### src/rtl/karatsuba_pkg.sv
// Shared definitions for the Karatsuba sequential multiplier: FSM encoding
// and width helpers used to derive the half width and Booth operand width.
package karatsuba_pkg;

    typedef logic [2:0] state_t;

    localparam state_t IDLE    = 3'd0;
    localparam state_t M_LO    = 3'd1;
    localparam state_t M_HI    = 3'd2;
    localparam state_t M_MID   = 3'd3;
    localparam state_t COMBINE = 3'd4;
    localparam state_t DONE    = 3'd5;

    function automatic int half_w(input int w);
        return w / 2;
    endfunction

    // Two extra bits: one for the carry of the mid sums, one forced-zero sign bit.
    function automatic int mul_w(input int w);
        return w / 2 + 2;
    endfunction

endpackage

### src/rtl/karatsuba_combine.sv
// Purely combinational Karatsuba recombination: z1 = zm - z0 - z2, then
// p = z2*2^W + z1*2^H + z0, kept to 2W bits (the carry-out is always zero).
module karatsuba_combine
    import karatsuba_pkg::*;
#(
    parameter  int W  = 16,
    localparam int H  = half_w(W),
    localparam int ZW = 2 * H + 2
) (
    input  logic [2*H-1:0] z0_i,
    input  logic [2*H-1:0] z2_i,
    input  logic [ZW-1:0]  zm_i,
    output logic [2*W-1:0] p_o
);

    localparam int PW = 2 * W;

    logic [ZW-1:0] z1;

    assign z1  = zm_i - ZW'(z0_i) - ZW'(z2_i);
    assign p_o = (PW'(z2_i) << W) + (PW'(z1) << H) + PW'(z0_i);

endmodule

### src/rtl/karatsuba_seq_mul.sv
// Sequential unsigned WxW multiplier: one-level Karatsuba that reuses a single
// external Booth multiplier for the low, high and mid sub-products.
module karatsuba_seq_mul
    import karatsuba_pkg::*;
#(
    parameter  int W  = 16,
    localparam int H  = half_w(W),
    localparam int MW = mul_w(W)
) (
    input  logic            clk,
    input  logic            rst_n,
    input  logic            in_valid,
    output logic            in_ready,
    input  logic [W-1:0]    in_x,
    input  logic [W-1:0]    in_y,
    output logic            out_valid,
    input  logic            out_ready,
    output logic [2*W-1:0]  out_p,
    output logic [MW-1:0]   mul_x,
    output logic [MW-1:0]   mul_y,
    input  logic [2*MW-1:0] mul_p
);

    localparam int ZW = 2 * H + 2;
    localparam int PH = 2 * H;

    state_t         state_q, state_d;
    logic [H-1:0]   xl_q, xh_q, yl_q, yh_q;
    logic [PH-1:0]  z0_q, z2_q;
    logic [ZW-1:0]  zm_q;
    logic [2*W-1:0] out_p_q;
    logic [2*W-1:0] prod;
    logic [H:0]     sum_x, sum_y;

    assign sum_x = {1'b0, xl_q} + {1'b0, xh_q};
    assign sum_y = {1'b0, yl_q} + {1'b0, yh_q};

    always_ff @(posedge clk or negedge rst_n) begin
        if (!rst_n) begin
            state_q <= IDLE;
        end else begin
            state_q <= state_d;
        end
    end

    always_comb begin
        state_d = state_q;
        case (state_q)
            IDLE:    if (in_valid) state_d = M_LO;
            M_LO:    state_d = M_HI;
            M_HI:    state_d = M_MID;
            M_MID:   state_d = COMBINE;
            COMBINE: state_d = DONE;
            DONE:    if (out_ready) state_d = IDLE;
            default: state_d = IDLE;
        endcase
    end

    always_comb begin
        in_ready  = 1'b0;
        out_valid = 1'b0;
        mul_x     = '0;
        mul_y     = '0;
        case (state_q)
            IDLE:  in_ready = 1'b1;
            M_LO: begin
                mul_x = {2'b00, xl_q};
                mul_y = {2'b00, yl_q};
            end
            M_HI: begin
                mul_x = {2'b00, xh_q};
                mul_y = {2'b00, yh_q};
            end
            M_MID: begin
                mul_x = {1'b0, sum_x};
                mul_y = {1'b0, sum_y};
            end
            DONE:  out_valid = 1'b1;
            default: ;
        endcase
    end

    // mul_p is only looked at in the multiply states, so X from an idle Booth unit never leaks in.
    always_ff @(posedge clk or negedge rst_n) begin
        if (!rst_n) begin
            xl_q    <= '0;
            xh_q    <= '0;
            yl_q    <= '0;
            yh_q    <= '0;
            z0_q    <= '0;
            z2_q    <= '0;
            zm_q    <= '0;
            out_p_q <= '0;
        end else begin
            case (state_q)
                IDLE: begin
                    if (in_valid) begin
                        xl_q <= in_x[H-1:0];
                        xh_q <= in_x[W-1:H];
                        yl_q <= in_y[H-1:0];
                        yh_q <= in_y[W-1:H];
                    end
                end
                M_LO:    z0_q    <= PH'(mul_p);
                M_HI:    z2_q    <= PH'(mul_p);
                M_MID:   zm_q    <= ZW'(mul_p);
                COMBINE: out_p_q <= prod;
                default: ;
            endcase
        end
    end

    karatsuba_combine #(
        .W (W)
    ) u_combine (
        .z0_i (z0_q),
        .z2_i (z2_q),
        .zm_i (zm_q),
        .p_o  (prod)
    );

    assign out_p = out_p_q;

endmodule

### config.mk
export PLATFORM = sky130hd
export DESIGN_NAME = karatsuba_seq_mul
export DESIGN_NICKNAME = d
export VERILOG_FILES = /design/src/rtl/karatsuba_pkg.sv /design/src/rtl/karatsuba_combine.sv /design/src/rtl/karatsuba_seq_mul.sv
export SDC_FILE = /design/constraint.sdc
export NUM_CORES = 1
export LEC_CHECK = 0
export ABC_AREA = 1
export ABC_CLOCK_PERIOD_IN_PS = 3900
export CORE_MARGIN = 2
export CORE_UTILIZATION = 51
export CTS_CLUSTER_DIAMETER = 50
export CTS_CLUSTER_SIZE = 8
export DETAILED_ROUTE_END_ITERATION = 16
export GPL_TIMING_DRIVEN = 0
export PLACE_DENSITY = 0.77
export SLEW_MARGIN = 20
export SYNTH_ARGS = -nofsm -noshare
export SYNTH_HDL_FRONTEND = slang
export SYNTH_SLANG_ARGS = --single-unit
### constraint.sdc
create_clock -name clk -period 3.9 [get_ports clk]
set_clock_uncertainty 0.15 [all_clocks]
set_input_delay 1.17 -clock clk [delete_from_list [all_inputs] [get_ports clk]]
set_output_delay 1.17 -clock clk [all_outputs]
set_load 0.05 [all_outputs]
# ---- Yosys cells after proc, flatten, opt, wreduce, memory -nomap -nowiden
# Index checks and enable logic that the tools add are counted.
dict set report totals {
  reg_bits 117
  latch_bits 0
  ramBits 0
  rom_bits 0
  inputBits 56
  out_inout_bits 54
  wordCells 32
  memories 0
}
dict set report classes {
  add_sub_neg 6
  mul 0
  div_mod_pow 0
  magnitude_cmp 0
  n_eq_ne 7
  shift 0
  muxes 7
  n_bitwise 0
  reduce_logical 3
}
# cell n
set ops {}
lappend ops {{one-hot mux 9 bit (3 select lines)} 2}
lappend ops {{subtractor 18 x 16 -> 18 bit} 2}
lappend ops {{adder 32 x 16 -> 32 bit} 1}
lappend ops {{adder 32 x 26 -> 32 bit} 1}
lappend ops {{adder 8 x 8 -> 9 bit} 2}
lappend ops {{one-hot mux 3 bit (6 select lines)} 1}
lappend ops {{== test 3 x 2 -> 1 bit, second input constant} 2}
lappend ops {{== test 3 bit, second input constant} 2}
lappend ops {{two-way mux 3 bit} 2}
lappend ops {{inequality test 2 bit, second input constant} 2}
lappend ops {{AND reduction 2 bit} 2}
lappend ops {{== test 3 x 1 -> 1 bit, second input constant} 1}
lappend ops {{zero test 3 bit} 1}
lappend ops {{two-way mux 1 bit} 2}

# ---- Depth between registers and ports, before layout
dict set report depth {
  word_depth 4
  ltp_mapped 25
  ltp_nobuf 25
}

# ---- By module
# From an unflattened synthesis, not the netlist that was laid out.
dict set report unflattened {
  cells_unflattened 1163
  hier_area_um2 8520.7
}
# module instances cells_each area_per_inst_um2 seq_area_each_um2
set by_module_without_submodules {}
lappend by_module_without_submodules {karatsuba_seq_mul 1 609 5501.5 2927.8}
lappend by_module_without_submodules {karatsuba_combine 1 554 3019.1 0.0}

# ---- Least setup slack after synthesis
# Ideal clock, no wire load.
dict set report synth_timing {
  path_kind {register to register}
  startpoint {register z0_q[0]}
  endpoint {register out_p_q[24] (netlist: out_p[24])}
  setup_time_ns 0.118
  arrival_ns 3.439
  t_required_ns 3.632
  slack_ns 0.193
  path_stages_with_launch 22
  n_path_buf 0
  period_less_slack_ns 3.707
  cell_sequence {dfrtp_1 > inv_1 > fa_1 > inv_1 > ha_1 > nor2_1 > inv_1 > fa_1 > nand3_1 > nand2_1 > a21o_1 > a21oi_1 > xnor2_1 > ha_1 > nand2_1 > inv_1 > a21oi_1 > nor2_1 > nor2_1 > nand3b_1 > nand3_1 > nand2_1}
}
dict set report synth_via {
  elab_chain_cells 4
}
# item line
set synth_lines {}
lappend synth_lines {{start, declared} karatsuba_seq_mul.sv:29} ;# logic [PH-1:0] z0_q, z2_q;
lappend synth_lines {{start signal, assigned} karatsuba_seq_mul.sv:104} ;# M_LO: z0_q <= PH'(mul_p);
lappend synth_lines {{subtractor 18 x 16 -> 18 bit (2 in series)} karatsuba_combine.sv:20} ;# assign z1 = zm_i - ZW'(z0_i) - ZW'(z2_i);
lappend synth_lines {{adder 32 x 26 -> 32 bit} karatsuba_combine.sv:21} ;# assign p_o = (PW'(z2_i) << W) + (PW'(z1) << H) + PW'(z0_i);
lappend synth_lines {{adder 32 x 16 -> 32 bit (*)} karatsuba_combine.sv:21}
lappend synth_lines {{end signal, assigned} karatsuba_seq_mul.sv:107} ;# COMBINE: out_p_q <= prod;
lappend synth_lines {{end, declared} karatsuba_seq_mul.sv:31} ;# logic [2*W-1:0] out_p_q;
# Mark *: on every way between the ends. The rest lies on a longest branch, timed or not.
# A chain may end at the register's enable or synchronous reset.

# ---- Worst setup path in the final report
dict set report layout_timing {
  startpoint {register z0_q[0]}
  endpoint {register out_p_q[27] (netlist: out_p[27])}
}
# Same word-level chain as after synthesis.

==> metrics.log <==
[metrics] number of warning messages in the yosys log: 0
[metrics] Congestion Overflow GR: 0
[metrics] number of fillers in the final layout: around 1,300
[metrics] die outline height: roughly 130 microns
[metrics] nature of the critical path startpoint: flip-flop
[metrics] RSZ-0062 raised after global routing: true
[metrics] post-synthesis cell area: between 0.008 and 0.009 sq mm
[metrics] maximum number of pins on one net before global-route repair: approximately 80
[metrics] Placer Congestion: 0.9536
[metrics] run status: finished, final reports clean
[metrics] beginning of the worst register-to-register path: z0_q[0]$_DFFE_PN0P_
[metrics] Arrival @ worst endpoint: slightly above 4 ns
[metrics] combined global-route utilization of all metal layers: 27.50%
[metrics] Post-route DRC: 0
[metrics] effective utilization at floorplan: a little over half
[metrics] startpoint of the lowest-slack hold path: out_p[8]$_DFFE_PN0P_
[metrics] share of the yosys chip area belonging to registers: about 36%
[metrics] Non-Filler Instances: between 1,000 and 1,500
[metrics] measured slew at the worst slew-check pin: 0.6794 ns
[metrics] kind of capture point of the worst setup path: flip-flop
[metrics] Sinks on Clock Net: approximately 120
[metrics] Final Hold Vio Count: 0
[metrics] Post-CTS Hold Fix Bufs: 0
[metrics] Core Rows: 45
[metrics] register area: approximately 0.003 sq mm
[metrics] initial antenna violation count: 0
[metrics] clock period minus worst slack: 3.886 ns
[metrics] via count of the first global-routing pass: 7,396
[metrics] Post-Place Setup Slack: -0.3846 ns
[metrics] drt first pass iters: 6
[metrics] category of the critical setup timing path: flip-flop to flip-flop
[metrics] core box area: around 0.015 sq mm
[metrics] number of synthesized register bits: roughly 120
[metrics] Cell variety after synth: 36
[metrics] Net count, final: 1,329
[metrics] endpoint of the worst hold-timing path: out_p[8]$_DFFE_PN0P_
[metrics] r2r setup slk: 0.01 ns
[metrics] count of cells along the worst register-to-register path: 22
[metrics] wire length of the first global-routing pass: 35,720 microns
[metrics] final cycle utilization of the critical path: between 90% and 100%
[metrics] Longest Clk Path Bufs: 2
[metrics] Antenna diodes: 0
[metrics] clock root cell: sky130_fd_sc_hd__clkbuf_16
[metrics] fraction of layout cells with a size suffix above 1: roughly 16%
[metrics] Skew-Pair Late Insertion Delay: 0.42 ns
[metrics] worst min-delay path category: flip-flop to flip-flop
[metrics] area taken by multi-input logic gates: 0.004872 sq mm
[metrics] total of max-cap violations: 0
[metrics] count of nets left with antenna violations after detail routing: 0
[metrics] post-DR wirelength/cell: ~16 microns
[metrics] most frequent cells in the layout: 298 x sky130_fd_sc_hd__nand2_1, 133 x sky130_fd_sc_hd__inv_1, 112 x sky130_fd_sc_hd__dfrtp_1
[metrics] H-tree depth: 4
[metrics] total number of vias: 7,394
[metrics] largest fanout on the critical path: 5
[metrics] IO Count: 110
[metrics] number of failing setup endpoints in the final timing report: 0
[metrics] TritonCTS clock tree: done
[metrics] Reg-to-Reg End: out_p[27]$_DFFE_PN0P_
[metrics] count of input and output buffers: 105
[metrics] Cell Count Post-Placement: about 1,400
[metrics] Final WS setup: roughly 0.014 ns
[metrics] syn_area_per_cell: approximately 7.6 sq um
[metrics] most common cell after layout, fill and taps aside: sky130_fd_sc_hd__nand2_1
[metrics] synthesis-to-finish area growth: 30.04%
[metrics] Max Slew Vio Count: 0
[metrics] die area: between 0.015 and 0.02 sq mm
[metrics] Reg clk slew, reported paths: roughly 0.060 ns
[metrics] routed vias/inst: 5.203
[metrics] number of buffers created by CTS: 17
[metrics] number of cells on the worst hold path: 2
[metrics] highest clock rate: about 0.26 GHz
[metrics] routed wire length: 22,150 microns
[metrics] Iteration-0 DRC Markers: between 300 and 400
[metrics] Max-slew headroom: around 55%
[metrics] detailed placer's ending HPWL: 16,730 microns
[metrics] number of instances in the synthesized netlist: 1,059
[metrics] die boundary width: roughly 130 microns
[metrics] Required @ worst endpoint: around 4 ns
## metrics by stage
stage	cell area [sq um]	util [%]	TNS (ns)	hold slack (ns)
CTS	10150	66.27	-0.008823	0.3305
global route	10490	68.50	-1.741	0.3484
global placement	9387	61.29	-348.37	0.3088
detailed placement	9415	61.48	-3.367	0.3172
finish	10490	68.50	0	0.3239
floorplan	8071	-	0	0.2983
## cell usage after synthesis
| library cell | count | share of area (%) |
|---|---|---|
| sky130_fd_sc_hd__a21boi_0 | 1 | 0.093 |
| sky130_fd_sc_hd__a21o_1 | 2 | 0.19 |
| sky130_fd_sc_hd__a21oi_1 | 48 | 3.0 |
| sky130_fd_sc_hd__a22o_1 | 2 | 0.22 |
| sky130_fd_sc_hd__a31oi_1 | 1 | 0.078 |
| sky130_fd_sc_hd__and2_1 | 2 | 0.16 |
| sky130_fd_sc_hd__buf_2 | 8 | 0.50 |
| sky130_fd_sc_hd__buf_4 | 4 | 0.37 |
| sky130_fd_sc_hd__buf_6 | 1 | 0.14 |
| sky130_fd_sc_hd__clkbuf_1 | 12 | 0.56 |
| sky130_fd_sc_hd__conb_1 | 1 | 0.046 |
| sky130_fd_sc_hd__dfrtp_1 | 117 | 36 |
| sky130_fd_sc_hd__fa_1 | 19 | 4.7 |
| sky130_fd_sc_hd__ha_1 | 57 | 8.8 |
| sky130_fd_sc_hd__inv_1 | 141 | 6.6 |
| sky130_fd_sc_hd__inv_2 | 5 | 0.23 |
| sky130_fd_sc_hd__mux2_1 | 22 | 3.1 |
| sky130_fd_sc_hd__mux2_2 | 6 | 0.84 |
| sky130_fd_sc_hd__nand2_1 | 333 | 15 |
| sky130_fd_sc_hd__nand2_2 | 1 | 0.078 |
| sky130_fd_sc_hd__nand3_1 | 67 | 4.2 |
| sky130_fd_sc_hd__nand3b_1 | 8 | 0.74 |
| sky130_fd_sc_hd__nand4_1 | 12 | 0.93 |
| sky130_fd_sc_hd__nor2_1 | 58 | 2.7 |
| sky130_fd_sc_hd__nor2_2 | 1 | 0.078 |
| sky130_fd_sc_hd__nor2_4 | 2 | 0.28 |
| sky130_fd_sc_hd__nor3_1 | 6 | 0.37 |
| sky130_fd_sc_hd__nor3_2 | 2 | 0.25 |
| sky130_fd_sc_hd__o211ai_1 | 4 | 0.37 |
| sky130_fd_sc_hd__o21ai_0 | 76 | 4.7 |
| sky130_fd_sc_hd__o21ai_1 | 2 | 0.12 |
| sky130_fd_sc_hd__o21bai_1 | 6 | 0.56 |
| sky130_fd_sc_hd__o221ai_1 | 2 | 0.22 |
| sky130_fd_sc_hd__or2_2 | 6 | 0.47 |
| sky130_fd_sc_hd__xnor2_1 | 10 | 1.1 |
| sky130_fd_sc_hd__xor2_1 | 14 | 1.5 |
## flip-flops by register name, summed over array words and instances (netlist names)
name and cells:
out_p 32, zm_q 18, z0_q 16, z2_q 16
xh_q 8, xl_q 8, yh_q 8, yl_q 8
state_q 3
## final cells by class
class	instances	share of cell area, %
Multi-Input combinational cell	772	46.44
Sequential cell	117	27.97
Timing Repair Buffer	118	10.79
Inverter	146	5.224
Clock buffer	18	4.186
Tap cell	211	2.516
Clock inverter	14	1.670
Buffer	25	1.205
## cells by family after synthesis
| kind of cell | synth area share (%) |
|---|---|
| other | 0.04648 |
| AND/OR/NAND/NOR | 25.70 |
| multiplexers | 3.908 |
| XOR/XNOR | 2.605 |
| flip-flops | 36.29 |
| AO/OA/AOI/OAI | 9.538 |
| adder cells (fa/ha/maj) | 13.55 |
| buffers and inverters | 8.359 |
## per-layer routing
layer	wire, microns	vias up	GRT usage [%]
met4	514	0	9.235
met1	9443	3468	33.21
met5	0	-	0
met2	11050	214	48.41
li1	-	3679	-
met3	1149	33	6.478
## timing repair
item                                    in CTS  in global routing
buffers inserted                             5                  7
pin swaps                                   13                 37
resized for setup                           66                112
endpoints found under the setup margin      34                 35
## how the worst max path moves through the flow
stage | start | to | slack (ns) | cells after the start
finish | z0_q[0]$_DFFE_PN0P_ | out_p[27]$_DFFE_PN0P_ | 0.01 | 22
global route | z0_q[0]$_DFFE_PN0P_ | out_p[27]$_DFFE_PN0P_ | -0.17 | 22
CTS | z2_q[0]$_DFFE_PN0P_ | out_p[27]$_DFFE_PN0P_ | -0.009 | 23
detailed placement | z0_q[0]$_DFFE_PN0P_ | out_p[27]$_DFFE_PN0P_ | -0.38 | 22
global placement | rst_n | out_p[27]$_DFFE_PN0P_ | -2.97 | 1
floorplan | z0_q[0]$_DFFE_PN0P_ | out_p[24]$_DFFE_PN0P_ | 0.19 | 21
## critical path, cell delays in order, from the launching register on
cell and delay [ns]:
sky130_fd_sc_hd__dfrtp_1 0.33, sky130_fd_sc_hd__inv_2 0.05, sky130_fd_sc_hd__fa_1 0.57, sky130_fd_sc_hd__inv_1 0.05, sky130_fd_sc_hd__ha_2 0.18, sky130_fd_sc_hd__nor2_4 0.14
sky130_fd_sc_hd__inv_2 0.07, sky130_fd_sc_hd__fa_2 0.40, sky130_fd_sc_hd__nand3_2 0.09, sky130_fd_sc_hd__nand2_2 0.07, sky130_fd_sc_hd__a21o_1 0.21, sky130_fd_sc_hd__a21oi_2 0.20
sky130_fd_sc_hd__xnor2_2 0.12, sky130_fd_sc_hd__ha_4 0.33, sky130_fd_sc_hd__nand2_4 0.08, sky130_fd_sc_hd__nor2_4 0.18, sky130_fd_sc_hd__nand2_1 0.07, sky130_fd_sc_hd__nor2_1 0.10
sky130_fd_sc_hd__nand2_1 0.10, sky130_fd_sc_hd__nand3_1 0.08, sky130_fd_sc_hd__nand2_1 0.06, sky130_fd_sc_hd__nand3_2 0.07, sky130_fd_sc_hd__nand2_1 0.05
Power is not shown: default switching activity piles up to over one toggle a cycle in this logic, so the estimate is an artifact.
